===== config.mk =====
export PLATFORM = sky130hd
export DESIGN_NAME = mc_controller
export DESIGN_NICKNAME = d
export VERILOG_FILES = /design/src/rtl/mc_controller.sv
export SDC_FILE = /design/constraint.sdc
export NUM_CORES = 1
export LEC_CHECK = 0
export ABC_AREA = 0
export BUFFER_PORTS_ARGS = -buffer_cell sky130_fd_sc_hd__buf_4
export CAP_MARGIN = 10
export CORE_MARGIN = 2
export CORE_UTILIZATION = 30
export DETAILED_ROUTE_END_ITERATION = 7
export PLACE_DENSITY = 0.63
export SYNTH_ARGS = -nofsm -noshare
export SYNTH_HDL_FRONTEND = slang
export SYNTH_SLANG_ARGS = --single-unit

===== constraint.sdc =====
create_clock -name clk -period 1.9 [get_ports clk]
set_input_delay 0.38 -clock clk [delete_from_list [all_inputs] [get_ports clk]]
set_output_delay 0.38 -clock clk [all_outputs]
set_load 0.02 [all_outputs]

===== src/rtl/mc_controller.sv =====
// Multi-cycle MIPS-subset control FSM with memory req/ack handshake.
// Optional retired-instruction counter port when MC_RETIRE_CNT_EN is defined.
module mc_controller (
    input  logic        clk,
    input  logic        reset_n,
    input  logic [5:0]  opcode,
    input  logic [5:0]  func,
    input  logic        zero,
    input  logic        gtz,
    input  logic        mem_ack,
    output logic        mem_req,
    output logic        mem_we,
    output logic        iord,
    output logic        ir_we,
    output logic        pc_en,
    output logic [1:0]  pc_src,
    output logic        reg_we,
    output logic [1:0]  reg_dst,
    output logic [1:0]  wb_src,
    output logic        alu_src_a,
    output logic [1:0]  alu_src_b,
    output logic [2:0]  alu_ctrl,
    output logic [1:0]  ext_op,
    output logic [1:0]  dm_mode,
`ifdef MC_RETIRE_CNT_EN
    output logic [31:0] instr_cnt,
`endif
    output logic        illegal
);

    localparam logic [5:0] OP_RTYPE = 6'b000000;
    localparam logic [5:0] OP_J     = 6'b000010;
    localparam logic [5:0] OP_JAL   = 6'b000011;
    localparam logic [5:0] OP_BEQ   = 6'b000100;
    localparam logic [5:0] OP_BGTZ  = 6'b000111;
    localparam logic [5:0] OP_ORI   = 6'b001101;
    localparam logic [5:0] OP_LUI   = 6'b001111;
    localparam logic [5:0] OP_LB    = 6'b100000;
    localparam logic [5:0] OP_LH    = 6'b100001;
    localparam logic [5:0] OP_LW    = 6'b100011;
    localparam logic [5:0] OP_SB    = 6'b101000;
    localparam logic [5:0] OP_SH    = 6'b101001;
    localparam logic [5:0] OP_SW    = 6'b101011;

    localparam logic [5:0] FN_ADDU  = 6'b100001;
    localparam logic [5:0] FN_SUBU  = 6'b100011;
    localparam logic [5:0] FN_SLLV  = 6'b000100;
    localparam logic [5:0] FN_JR    = 6'b001000;

    typedef enum logic [2:0] {
        S_IDLE, S_FETCH, S_DECODE, S_EXEC, S_MEM, S_WB, S_BR, S_JMP
    } state_e;

    typedef enum logic [4:0] {
        K_ILL, K_ADDU, K_SUBU, K_SLLV, K_ORI, K_LUI,
        K_LW, K_LB, K_LH, K_SW, K_SB, K_SH,
        K_BEQ, K_BGTZ, K_J, K_JAL, K_JR
    } kind_e;

    state_e state_q, state_d;
    kind_e  kind;

    logic is_rtype, is_load, is_store, is_branch, is_jump, is_exec;
    logic [1:0] dm_sel;

    always_comb begin
        kind = K_ILL;
        case (opcode)
            OP_RTYPE: begin
                case (func)
                    FN_ADDU: kind = K_ADDU;
                    FN_SUBU: kind = K_SUBU;
                    FN_SLLV: kind = K_SLLV;
                    FN_JR:   kind = K_JR;
                    default: kind = K_ILL;
                endcase
            end
            OP_J:    kind = K_J;
            OP_JAL:  kind = K_JAL;
            OP_BEQ:  kind = K_BEQ;
            OP_BGTZ: kind = K_BGTZ;
            OP_ORI:  kind = K_ORI;
            OP_LUI:  kind = K_LUI;
            OP_LB:   kind = K_LB;
            OP_LH:   kind = K_LH;
            OP_LW:   kind = K_LW;
            OP_SB:   kind = K_SB;
            OP_SH:   kind = K_SH;
            OP_SW:   kind = K_SW;
            default: kind = K_ILL;
        endcase
    end

    always_comb begin
        is_rtype  = (kind == K_ADDU) || (kind == K_SUBU) || (kind == K_SLLV);
        is_load   = (kind == K_LW) || (kind == K_LB) || (kind == K_LH);
        is_store  = (kind == K_SW) || (kind == K_SB) || (kind == K_SH);
        is_branch = (kind == K_BEQ) || (kind == K_BGTZ);
        is_jump   = (kind == K_J) || (kind == K_JAL) || (kind == K_JR);
        is_exec   = is_rtype || is_load || is_store
                    || (kind == K_ORI) || (kind == K_LUI);
        dm_sel    = 2'b00;
        if ((kind == K_LB) || (kind == K_SB)) begin
            dm_sel = 2'b01;
        end else if ((kind == K_LH) || (kind == K_SH)) begin
            dm_sel = 2'b10;
        end
    end

    always_ff @(posedge clk or negedge reset_n) begin
        if (!reset_n) begin
            state_q <= S_IDLE;
        end else begin
            state_q <= state_d;
        end
    end

    always_comb begin
        state_d   = state_q;
        mem_req   = 1'b0;
        mem_we    = 1'b0;
        iord      = 1'b0;
        ir_we     = 1'b0;
        pc_en     = 1'b0;
        pc_src    = 2'b00;
        reg_we    = 1'b0;
        reg_dst   = 2'b00;
        wb_src    = 2'b00;
        alu_src_a = 1'b0;
        alu_src_b = 2'b00;
        alu_ctrl  = 3'b000;
        ext_op    = 2'b00;
        dm_mode   = 2'b00;
        illegal   = 1'b0;
        unique case (state_q)
            S_IDLE: begin
                state_d = S_FETCH;
            end
            S_FETCH: begin
                mem_req   = 1'b1;
                alu_src_b = 2'b01;
                alu_ctrl  = 3'b010;
                if (mem_ack) begin
                    ir_we   = 1'b1;
                    pc_en   = 1'b1;
                    state_d = S_DECODE;
                end
            end
            S_DECODE: begin
                // Branch target is precomputed here so BR only compares.
                alu_src_b = 2'b11;
                alu_ctrl  = 3'b010;
                if (is_exec) begin
                    state_d = S_EXEC;
                end else if (is_branch) begin
                    state_d = S_BR;
                end else if (is_jump) begin
                    state_d = S_JMP;
                end else begin
                    illegal = 1'b1;
                    state_d = S_FETCH;
                end
            end
            S_EXEC: begin
                alu_src_a = 1'b1;
                state_d   = S_WB;
                if (is_rtype) begin
                    alu_src_b = 2'b00;
                    if (kind == K_SUBU) begin
                        alu_ctrl = 3'b011;
                    end else if (kind == K_SLLV) begin
                        alu_ctrl = 3'b101;
                    end else begin
                        alu_ctrl = 3'b010;
                    end
                end else if (kind == K_ORI) begin
                    alu_src_b = 2'b10;
                    ext_op    = 2'b01;
                    alu_ctrl  = 3'b001;
                end else if (kind == K_LUI) begin
                    alu_src_b = 2'b10;
                    ext_op    = 2'b10;
                    alu_ctrl  = 3'b100;
                end else begin
                    alu_src_b = 2'b10;
                    alu_ctrl  = 3'b010;
                    state_d   = S_MEM;
                end
            end
            S_MEM: begin
                mem_req = 1'b1;
                iord    = 1'b1;
                mem_we  = is_store;
                dm_mode = dm_sel;
                if (mem_ack) begin
                    state_d = is_store ? S_FETCH : S_WB;
                end
            end
            S_WB: begin
                reg_we  = 1'b1;
                state_d = S_FETCH;
                if (is_rtype) begin
                    reg_dst = 2'b01;
                end else if (is_load) begin
                    wb_src = 2'b01;
                end
            end
            S_BR: begin
                alu_src_a = 1'b1;
                alu_ctrl  = 3'b011;
                pc_src    = 2'b01;
                pc_en     = (kind == K_BEQ) ? zero : gtz;
                state_d   = S_FETCH;
            end
            S_JMP: begin
                pc_en   = 1'b1;
                pc_src  = (kind == K_JR) ? 2'b11 : 2'b10;
                state_d = S_FETCH;
                if (kind == K_JAL) begin
                    reg_we  = 1'b1;
                    reg_dst = 2'b10;
                    wb_src  = 2'b10;
                end
            end
            default: begin
                state_d = S_IDLE;
            end
        endcase
    end

`ifdef MC_RETIRE_CNT_EN
    logic [31:0] cnt_q, cnt_d;
    logic        retire;

    always_comb begin
        retire = (state_d == S_FETCH)
                 && (state_q != S_FETCH)
                 && (state_q != S_IDLE);
        cnt_d  = retire ? cnt_q + 32'd1 : cnt_q;
    end

    always_ff @(posedge clk or negedge reset_n) begin
        if (!reset_n) begin
            cnt_q <= 32'd0;
        end else begin
            cnt_q <= cnt_d;
        end
    end

    assign instr_cnt = cnt_q;
`endif

endmodule


==> metrics.txt, run 1 <==
# TYPE chip_impl_metric gauge
chip_impl_info{name="critPathLaunch",value="opcode[1]"} 1
chip_impl_metric{name="setup-violations-final",unit=""} 13
chip_impl_metric{name="power_leakage",unit="uW"} 0.000905
chip_impl_metric{name="boundaryPins",unit=""} 40
chip_impl_metric{name="dr_total_vias",unit=""} 1359
chip_impl_metric{name="grt_first_pass_wirelength",unit="um"} 6180
chip_impl_metric{name="ff2ff_path_depth",unit=""} 5
chip_impl_metric{name="synthesis.area",unit="um2"} 936
chip_impl_metric{name="finalCritPeriodShare",unit=""} 1.23
chip_impl_metric{name="layout_min_cycle_time",unit="ps"} 2350
chip_impl_info{name="largest-register",value="state_q"} 1
chip_impl_metric{name="fp-row-count",unit=""} 20
chip_impl_metric{name="post_synth.cell_area_avg",unit="um2"} 6.98
chip_impl_metric{name="critical_path_cell_count",unit=""} 7
chip_impl_metric{name="max-vdd-ir-drop",unit="uV"} 796
chip_impl_metric{name="maximum_number_of_pins_on_one_net_before_global_route_repair",unit=""} 12
chip_impl_info{name="critical_path.slowest_cell",value="sky130_fd_sc_hd__or4_4"} 1
chip_impl_info{name="final_common_cell",value="sky130_fd_sc_hd__buf_4"} 1
chip_impl_metric{name="groute.usage.overall",unit=""} 0.222
chip_impl_info{name="reg2reg_to",value="state_q[0]"} 1
chip_impl_metric{name="maxClockFrequency",unit="MHz"} 426
chip_impl_metric{name="fraction_of_final_layout_cells_with_drive_strength_greater_than_1",unit=""} 0.639
chip_impl_metric{name="routed_via_density",unit=""} 5.39
chip_impl_metric{name="worst-r2r-setup-slack",unit="ps"} 590
chip_impl_metric{name="fin_worst_hold_slack",unit="ps"} 473
chip_impl_info{name="layout_common_cells",value="sky130_fd_sc_hd__buf_4, sky130_fd_sc_hd__buf_6, sky130_fd_sc_hd__nor2_1"} 1
chip_impl_metric{name="number_of_flip_flops_under_the_largest_register_name",unit=""} 3
chip_impl_info{name="timing_worst_setup_path_type",value="primary input to primary output"} 1
chip_impl_metric{name="fin_ws",unit="ps"} -446
chip_impl_metric{name="clk-insertion-delay-late",unit="ps"} 230
chip_impl_metric{name="cts_buffer_depth",unit=""} 2
chip_impl_metric{name="synth_warnings",unit=""} 0
chip_impl_info{name="postSynth.topFlopCell",value="sky130_fd_sc_hd__dfrtp_1"} 1
chip_impl_metric{name="final_core_util",unit=""} 0.685
chip_impl_metric{name="num-nets-final",unit=""} 237
chip_impl_metric{name="seq_area_frac_synth",unit=""} 0.0802
chip_impl_metric{name="max-slew-margin-rel",unit=""} 0.738
chip_impl_metric{name="floorplan.die_area",unit="um2"} 3580
chip_impl_metric{name="place_congestion",unit=""} 0.841
chip_impl_metric{name="place_hpwl",unit="um"} 2850
chip_impl_info{name="tritoncts_clock_tree",value="done"} 1
chip_impl_metric{name="synth_nets",unit=""} 151
chip_impl_metric{name="tightest_slew",unit="ps"} 394
chip_impl_metric{name="remaining_antenna_violation_count",unit=""} 0
chip_impl_metric{name="critical_path_s_largest_stage_delay",unit="ps"} 460
chip_impl_info{name="r2r-start",value="state_q[1]"} 1
chip_impl_metric{name="fin_skew",unit="ps"} 0.373
chip_impl_metric{name="tritoncts.num_buffers",unit=""} 3
chip_impl_metric{name="p_per_area",unit="nW/um2"} 661
chip_impl_metric{name="ys_ff_latch",unit=""} 3
chip_impl_metric{name="route.detailed.wl_per_inst",unit="um"} 16.6
chip_impl_metric{name="tns",unit="ps"} -4130
chip_impl_metric{name="floorplan.core_area",unit="um2"} 3000
chip_impl_metric{name="fp.dieH",unit="um"} 59.9
chip_impl_metric{name="number_of_violations_reported_at_the_end_of_detailed_routing_iteration_0",unit=""} 66
chip_impl_metric{name="required",unit="ps"} 1520
chip_impl_metric{name="report.final.slew_viol_count",unit=""} 0
chip_impl_metric{name="clk_pin_slew",unit="ps"} 40
chip_impl_info{name="setup.worst_path.end_class",value="primary output"} 1
chip_impl_metric{name="syn-instance-count",unit=""} 134
chip_impl_metric{name="synthArstFlopShare",unit=""} 1.00
chip_impl_metric{name="firstDrtPassIters",unit=""} 4
chip_impl_metric{name="hold_viol_final",unit=""} 0
chip_impl_info{name="status",value="complete, but fails checks"} 1
chip_impl_metric{name="area_delta_synth_final",unit="%"} 120
chip_impl_info{name="timing.hold.worst.class",value="primary input to asynchronous set/reset pin"} 1
chip_impl_metric{name="antenna_found_initial",unit=""} 0
chip_impl_info{name="worst_path_dominant_cell_family",value="simple AND/OR/NAND/NOR gates"} 1
chip_impl_metric{name="chipWidth",unit="um"} 59.9
chip_impl_info{name="crit_path_start_kind",value="primary input"} 1
chip_impl_metric{name="number_of_remaining_drc_errors",unit=""} 0
chip_impl_metric{name="cap_viol_max_count",unit=""} 0
chip_impl_metric{name="crit_path_max_fanout",unit=""} 8
chip_impl_metric{name="number_of_flops_mapped_to_enable_cells_by_yosys",unit=""} 0
chip_impl_info{name="root_buffer",value="sky130_fd_sc_hd__clkbuf_4"} 1
chip_impl_info{name="grt_setup_unrepaired",value="true"} 1
chip_impl_metric{name="first_global_vias",unit=""} 1352
chip_impl_metric{name="cts_htree_levels",unit=""} 1
chip_impl_metric{name="finalWirelength",unit="um"} 4180
chip_impl_metric{name="gr-total-overflow",unit=""} 0
chip_impl_metric{name="critical_path_buf_inv_count",unit=""} 2
chip_impl_metric{name="port-buffer-count",unit=""} 39
chip_impl_info{name="largest_registers",value="state_q x3"} 1
chip_impl_metric{name="synth.lib_cells_used.distinct",unit=""} 55
chip_impl_metric{name="n_antenna_cell",unit=""} 0
chip_impl_info{name="failed_checks",value="negative setup slack"} 1
chip_impl_metric{name="cts.sink_count",unit=""} 3
chip_impl_metric{name="start_util",unit=""} 0.312
chip_impl_metric{name="crit_arrival",unit="ps"} 1970
chip_impl_info{name="cell_breakdown_of_the_critical_path",value="buf_12, or2_1, or4_4, o21a_4, or2_4, nor3_4, buf_6"} 1
-- power breakdown --
group          switching [uW]  leakage (uW)  total [uW]  internal [uW]
Clock                    32.7     0.0000150         111           78.7
Sequential               57.5     0.0000348         156           98.0
Combinational             619      0.000856        1090            474
Total                     709      0.000905        1360            651
-- how the worst max path moves through the flow --
stage                  endpoint  slack [ps]
floorplan             wb_src[1]        -390
global placement    alu_ctrl[0]        -430
detailed placement  alu_ctrl[0]        -440
CTS                   ext_op[0]        -420
global route          ext_op[1]        -460
finish                ext_op[1]        -450
-- cell usage after synthesis (all sizes together) (2+ instances only) --
library cell | count | share of area
o21a | 3 | 0.032
a2111oi | 2 | 0.025
o211ai | 2 | 0.016
nor3 | 11 | 0.059
nand2 | 10 | 0.040
o21ai | 7 | 0.037
or2b | 3 | 0.024
inv | 6 | 0.024
o2111ai | 2 | 0.025
o31ai | 3 | 0.044
a22oi | 2 | 0.016
nor2b | 4 | 0.027
xor2 | 2 | 0.019
buf | 6 | 0.044
clkbuf | 4 | 0.016
nand3 | 5 | 0.027
xnor2 | 2 | 0.019
nor3b | 4 | 0.032
nand2b | 5 | 0.041
o22ai | 2 | 0.013
dfrtp | 3 | 0.080
nor2 | 13 | 0.052
a211oi | 2 | 0.021
or2 | 2 | 0.013
or3 | 2 | 0.013
a21oi | 5 | 0.027
mux2i | 2 | 0.021
nand4 | 2 | 0.013
-- timing repair --
action | in CTS | in global routing
resized for setup | 46 | 26
hold buffers | 1 | 0
buffers inserted | 2 | 9
pin swaps | 12 | 12
endpoints found under the hold margin | 3 | 0
endpoints found under the setup margin | 16 | 17
-- metal layers --
layer,part of all wire,vias to the layer above,track usage
met5,0,-,0
met4,0.0034,0,0.0476
met3,0.039,2,0.00866
met2,0.52,34,0.377
met1,0.44,650,0.310
li1,-,673,-
-- layout make-up --
class	instances	area, um2
inverter	6	22.5
clock buffer	4	26.3
multi-input combinational	115	1080
timing repair buffer	91	807
sequential	3	77.6
tap	33	41.3
fill	231	945
-- kinds of logic after synthesis --
kind of cell	count (synthesis)	synth area share
xor+xnor	4	0.0374
buf+inv	16	0.0842
mux	2	0.0214
flops	3	0.0802
compound gates	40	0.348
simple gates	69	0.429
-- worst reg2reg max path, stage by stage (launching register included) --
cell                       delay (ps)
sky130_fd_sc_hd__dfrtp_1          350
sky130_fd_sc_hd__buf_4            210
sky130_fd_sc_hd__nand2b_1         170
sky130_fd_sc_hd__a21oi_1          160
sky130_fd_sc_hd__o21ai_0          110
sky130_fd_sc_hd__o21a_1           200
-- stage by stage --
| stage | power [uW] | setup slack [ps] | instance area [um2] | std cells |
|---|---|---|---|---|
| after floorplan | 721 | -393 | 1070 | 134 |
| after global placement | 1090 | -428 | 1630 | 238 |
| after detailed placement | 1110 | -444 | 1630 | 238 |
| after CTS | 1300 | -423 | 1890 | 245 |
| after global routing | 1440 | -463 | 2060 | 252 |
| final | 1360 | -446 | 2060 | 252 |
(Power assumes the default switching activity.)
==> inputs of run 2 (changes only) <==
--- a/config.mk
+++ b/config.mk
@@ -11,7 +11,7 @@
 export CORE_MARGIN = 2
 export CORE_UTILIZATION = 30
 export DETAILED_ROUTE_END_ITERATION = 7
-export PLACE_DENSITY = 0.63
+export PLACE_DENSITY = 0.62
 export SYNTH_ARGS = -nofsm -noshare
 export SYNTH_HDL_FRONTEND = slang
 export SYNTH_SLANG_ARGS = --single-unit
==> metrics.txt, run 2 (same netlist as run 1, synthesis figures left out) <==
# TYPE chip_impl_metric gauge
chip_impl_info{name="r2r-start",value="state_q[1]"} 1
chip_impl_metric{name="firstDrtPassIters",unit=""} 4
chip_impl_metric{name="crit_path_max_fanout",unit=""} 7
chip_impl_metric{name="fin_worst_hold_slack",unit="ps"} 473
chip_impl_info{name="largest-register",value="state_q"} 1
chip_impl_info{name="cell_breakdown_of_the_critical_path",value="buf_12, or2_1, or4_4, o21a_4, o21a_4, o31ai_4, buf_6"} 1
chip_impl_metric{name="tns",unit="ps"} -4960
chip_impl_metric{name="fp-row-count",unit=""} 20
chip_impl_metric{name="place_hpwl",unit="um"} 2760
chip_impl_metric{name="seqCellArea",unit="um2"} 76.3
chip_impl_info{name="grt_setup_unrepaired",value="true"} 1
chip_impl_metric{name="routed_via_density",unit=""} 5.32
chip_impl_info{name="layout_common_cells",value="sky130_fd_sc_hd__buf_4, sky130_fd_sc_hd__buf_6, sky130_fd_sc_hd__nor2_1"} 1
chip_impl_metric{name="power.switching_fraction",unit=""} 0.514
chip_impl_metric{name="num-nets-final",unit=""} 241
chip_impl_metric{name="fp.dieH",unit="um"} 59.9
chip_impl_info{name="tritoncts_clock_tree",value="done"} 1
chip_impl_metric{name="finalWirelength",unit="um"} 3950
chip_impl_metric{name="layout_min_cycle_time",unit="ps"} 2370
chip_impl_metric{name="power.internal",unit="uW"} 649
chip_impl_metric{name="required",unit="ps"} 1520
chip_impl_metric{name="fin_skew",unit="ps"} 0.358
chip_impl_metric{name="n_antenna_cell",unit=""} 0
chip_impl_metric{name="grt_first_pass_wirelength",unit="um"} 5820
chip_impl_metric{name="start_util",unit=""} 0.312
chip_impl_metric{name="gr-total-overflow",unit=""} 0
chip_impl_metric{name="critical_path_s_largest_stage_delay",unit="ps"} 520
chip_impl_metric{name="route.detailed.wl_per_inst",unit="um"} 15.4
chip_impl_metric{name="remaining_antenna_violation_count",unit=""} 0
chip_impl_metric{name="ff2ff_path_depth",unit=""} 6
chip_impl_info{name="worst_path_dominant_cell_family",value="simple AND/OR/NAND/NOR gates"} 1
chip_impl_info{name="timing_worst_setup_path_type",value="primary input to primary output"} 1
chip_impl_metric{name="finalCritPeriodShare",unit=""} 1.25
chip_impl_info{name="setup.worst_path.end_class",value="primary output"} 1
chip_impl_metric{name="number_of_remaining_drc_errors",unit=""} 0
chip_impl_metric{name="hold_viol_final",unit=""} 0
chip_impl_info{name="crit_path_start_kind",value="primary input"} 1
chip_impl_info{name="failed_checks",value="negative setup slack"} 1
chip_impl_info{name="reg2reg_to",value="state_q[0]"} 1
chip_impl_metric{name="p_per_area",unit="nW/um2"} 649
chip_impl_metric{name="area_delta_synth_final",unit="%"} 120
chip_impl_metric{name="comb_power_share",unit=""} 0.813
chip_impl_metric{name="clk-insertion-delay-late",unit="ps"} 230
chip_impl_metric{name="max-slew-margin-rel",unit=""} 0.696
chip_impl_metric{name="tritoncts.num_buffers",unit=""} 3
chip_impl_info{name="largest_registers",value="state_q x3"} 1
chip_impl_metric{name="maxClockFrequency",unit="MHz"} 423
chip_impl_metric{name="power_leakage",unit="uW"} 0.000919
chip_impl_metric{name="layout.filler_cells",unit=""} 228
chip_impl_metric{name="maximum_number_of_pins_on_one_net_before_global_route_repair",unit=""} 12
chip_impl_metric{name="setup-violations-final",unit=""} 14
chip_impl_metric{name="report.final.slew_viol_count",unit=""} 0
chip_impl_metric{name="floorplan.die_area",unit="um2"} 3580
chip_impl_metric{name="totalPowerFinal",unit="uW"} 1330
chip_impl_metric{name="final_cells",unit=""} 256
chip_impl_metric{name="number_of_violations_reported_at_the_end_of_detailed_routing_iteration_0",unit=""} 46
chip_impl_metric{name="final_core_util",unit=""} 0.685
chip_impl_metric{name="cts_buffer_depth",unit=""} 2
chip_impl_metric{name="tightest_slew",unit="ps"} 456
chip_impl_metric{name="first_global_vias",unit=""} 1310
chip_impl_info{name="critical_path.slowest_cell",value="sky130_fd_sc_hd__or4_4"} 1
chip_impl_metric{name="fraction_of_final_layout_cells_with_drive_strength_greater_than_1",unit=""} 0.632
chip_impl_metric{name="cts_htree_levels",unit=""} 1
chip_impl_metric{name="cap_viol_max_count",unit=""} 0
chip_impl_info{name="timing.hold.worst.class",value="primary input to asynchronous set/reset pin"} 1
chip_impl_metric{name="multi_input_gate_area_in_the_final_layout",unit="um2"} 1060
chip_impl_metric{name="fin_ws",unit="ps"} -466
chip_impl_metric{name="cts.sink_count",unit=""} 3
chip_impl_metric{name="antenna_found_initial",unit=""} 0
chip_impl_metric{name="worst-r2r-setup-slack",unit="ps"} 620
chip_impl_info{name="status",value="complete, but fails checks"} 1
chip_impl_metric{name="placed_cells_incl_taps",unit=""} 238
chip_impl_metric{name="boundaryPins",unit=""} 40
chip_impl_metric{name="port-buffer-count",unit=""} 39
chip_impl_metric{name="floorplan.core_area",unit="um2"} 3000
chip_impl_metric{name="clk_pin_slew",unit="ps"} 40
chip_impl_metric{name="clock_power_share",unit=""} 0.083
chip_impl_metric{name="max-vdd-ir-drop",unit="uV"} 642
chip_impl_info{name="final_common_cell",value="sky130_fd_sc_hd__buf_4"} 1
chip_impl_metric{name="switchingPower",unit="uW"} 685
chip_impl_metric{name="critical_path_buf_inv_count",unit=""} 2
chip_impl_metric{name="number_of_flip_flops_under_the_largest_register_name",unit=""} 3
chip_impl_metric{name="crit_arrival",unit="ps"} 1990
chip_impl_metric{name="groute.usage.overall",unit=""} 0.209
chip_impl_info{name="root_buffer",value="sky130_fd_sc_hd__clkbuf_4"} 1
chip_impl_metric{name="chipWidth",unit="um"} 59.9
chip_impl_metric{name="dr_total_vias",unit=""} 1361
chip_impl_info{name="crit_top_cell",value="sky130_fd_sc_hd__o21a_4"} 1
chip_impl_metric{name="power.sequential.fraction",unit=""} 0.104
chip_impl_metric{name="place_congestion",unit=""} 0.855
## run 2: stage by stage
step | setup slack, ps | cell area [um2]
2_1_floorplan | -393 | 1070
3_3_place_gp | -435 | 1620
3_5_place_dp | -497 | 1620
4_1_cts | -435 | 1890
5_1_grt | -488 | 2060
6_report | -466 | 2060
## run 2: repair_timing
| item | CTS | global route |
|---|---|---|
| cloned | 0 | 0 |
| gates resized for setup | 37 | 29 |
| hold endpoints to repair | 3 | 0 |
| buffers inserted | 9 | 6 |
| hold buffers | 1 | 0 |
| pin swaps | 17 | 19 |
| setup endpoints to repair | 14 | 18 |
## run 2: cell type report
type	instances	share of cell area
inverters	6	0.0110
repair buffers	95	0.405
well taps	33	0.0201
multi-input cells	115	0.514
flip-flops and latches	3	0.0371
clock buffers	4	0.0128
## run 2: worst max path at each step
stage	cells past startpoint	startpoint	slack, ps	endpoint
after floorplan	6	opcode[4]	-390	wb_src[1]
after detailed placement	7	opcode[3]	-500	alu_ctrl[0]
after global routing	8	opcode[1]	-490	alu_ctrl[1]
final	7	opcode[1]	-470	alu_ctrl[0]
after CTS	7	opcode[2]	-440	alu_ctrl[0]
after global placement	7	opcode[3]	-440	alu_ctrl[0]
## run 2: routing by layer
metal | global-route usage | wire length [um] | vias up
met5 | 0 | 0 | -
met4 | 0.0667 | 32 | 0
met3 | 0.00649 | 85 | 5
met2 | 0.354 | 2040 | 24
met1 | 0.285 | 1800 | 660
li1 | - | - | 672
## run 2: power by group through the flow
stage,Sequential [uW],Clock (uW),Combinational [uW]
2_1_floorplan,110,0,611
3_3_place_gp,131,0,959
3_5_place_dp,134,0,965
4_1_cts,133,119,1030
5_1_grt,144,118,1160
6_report,139,111,1080
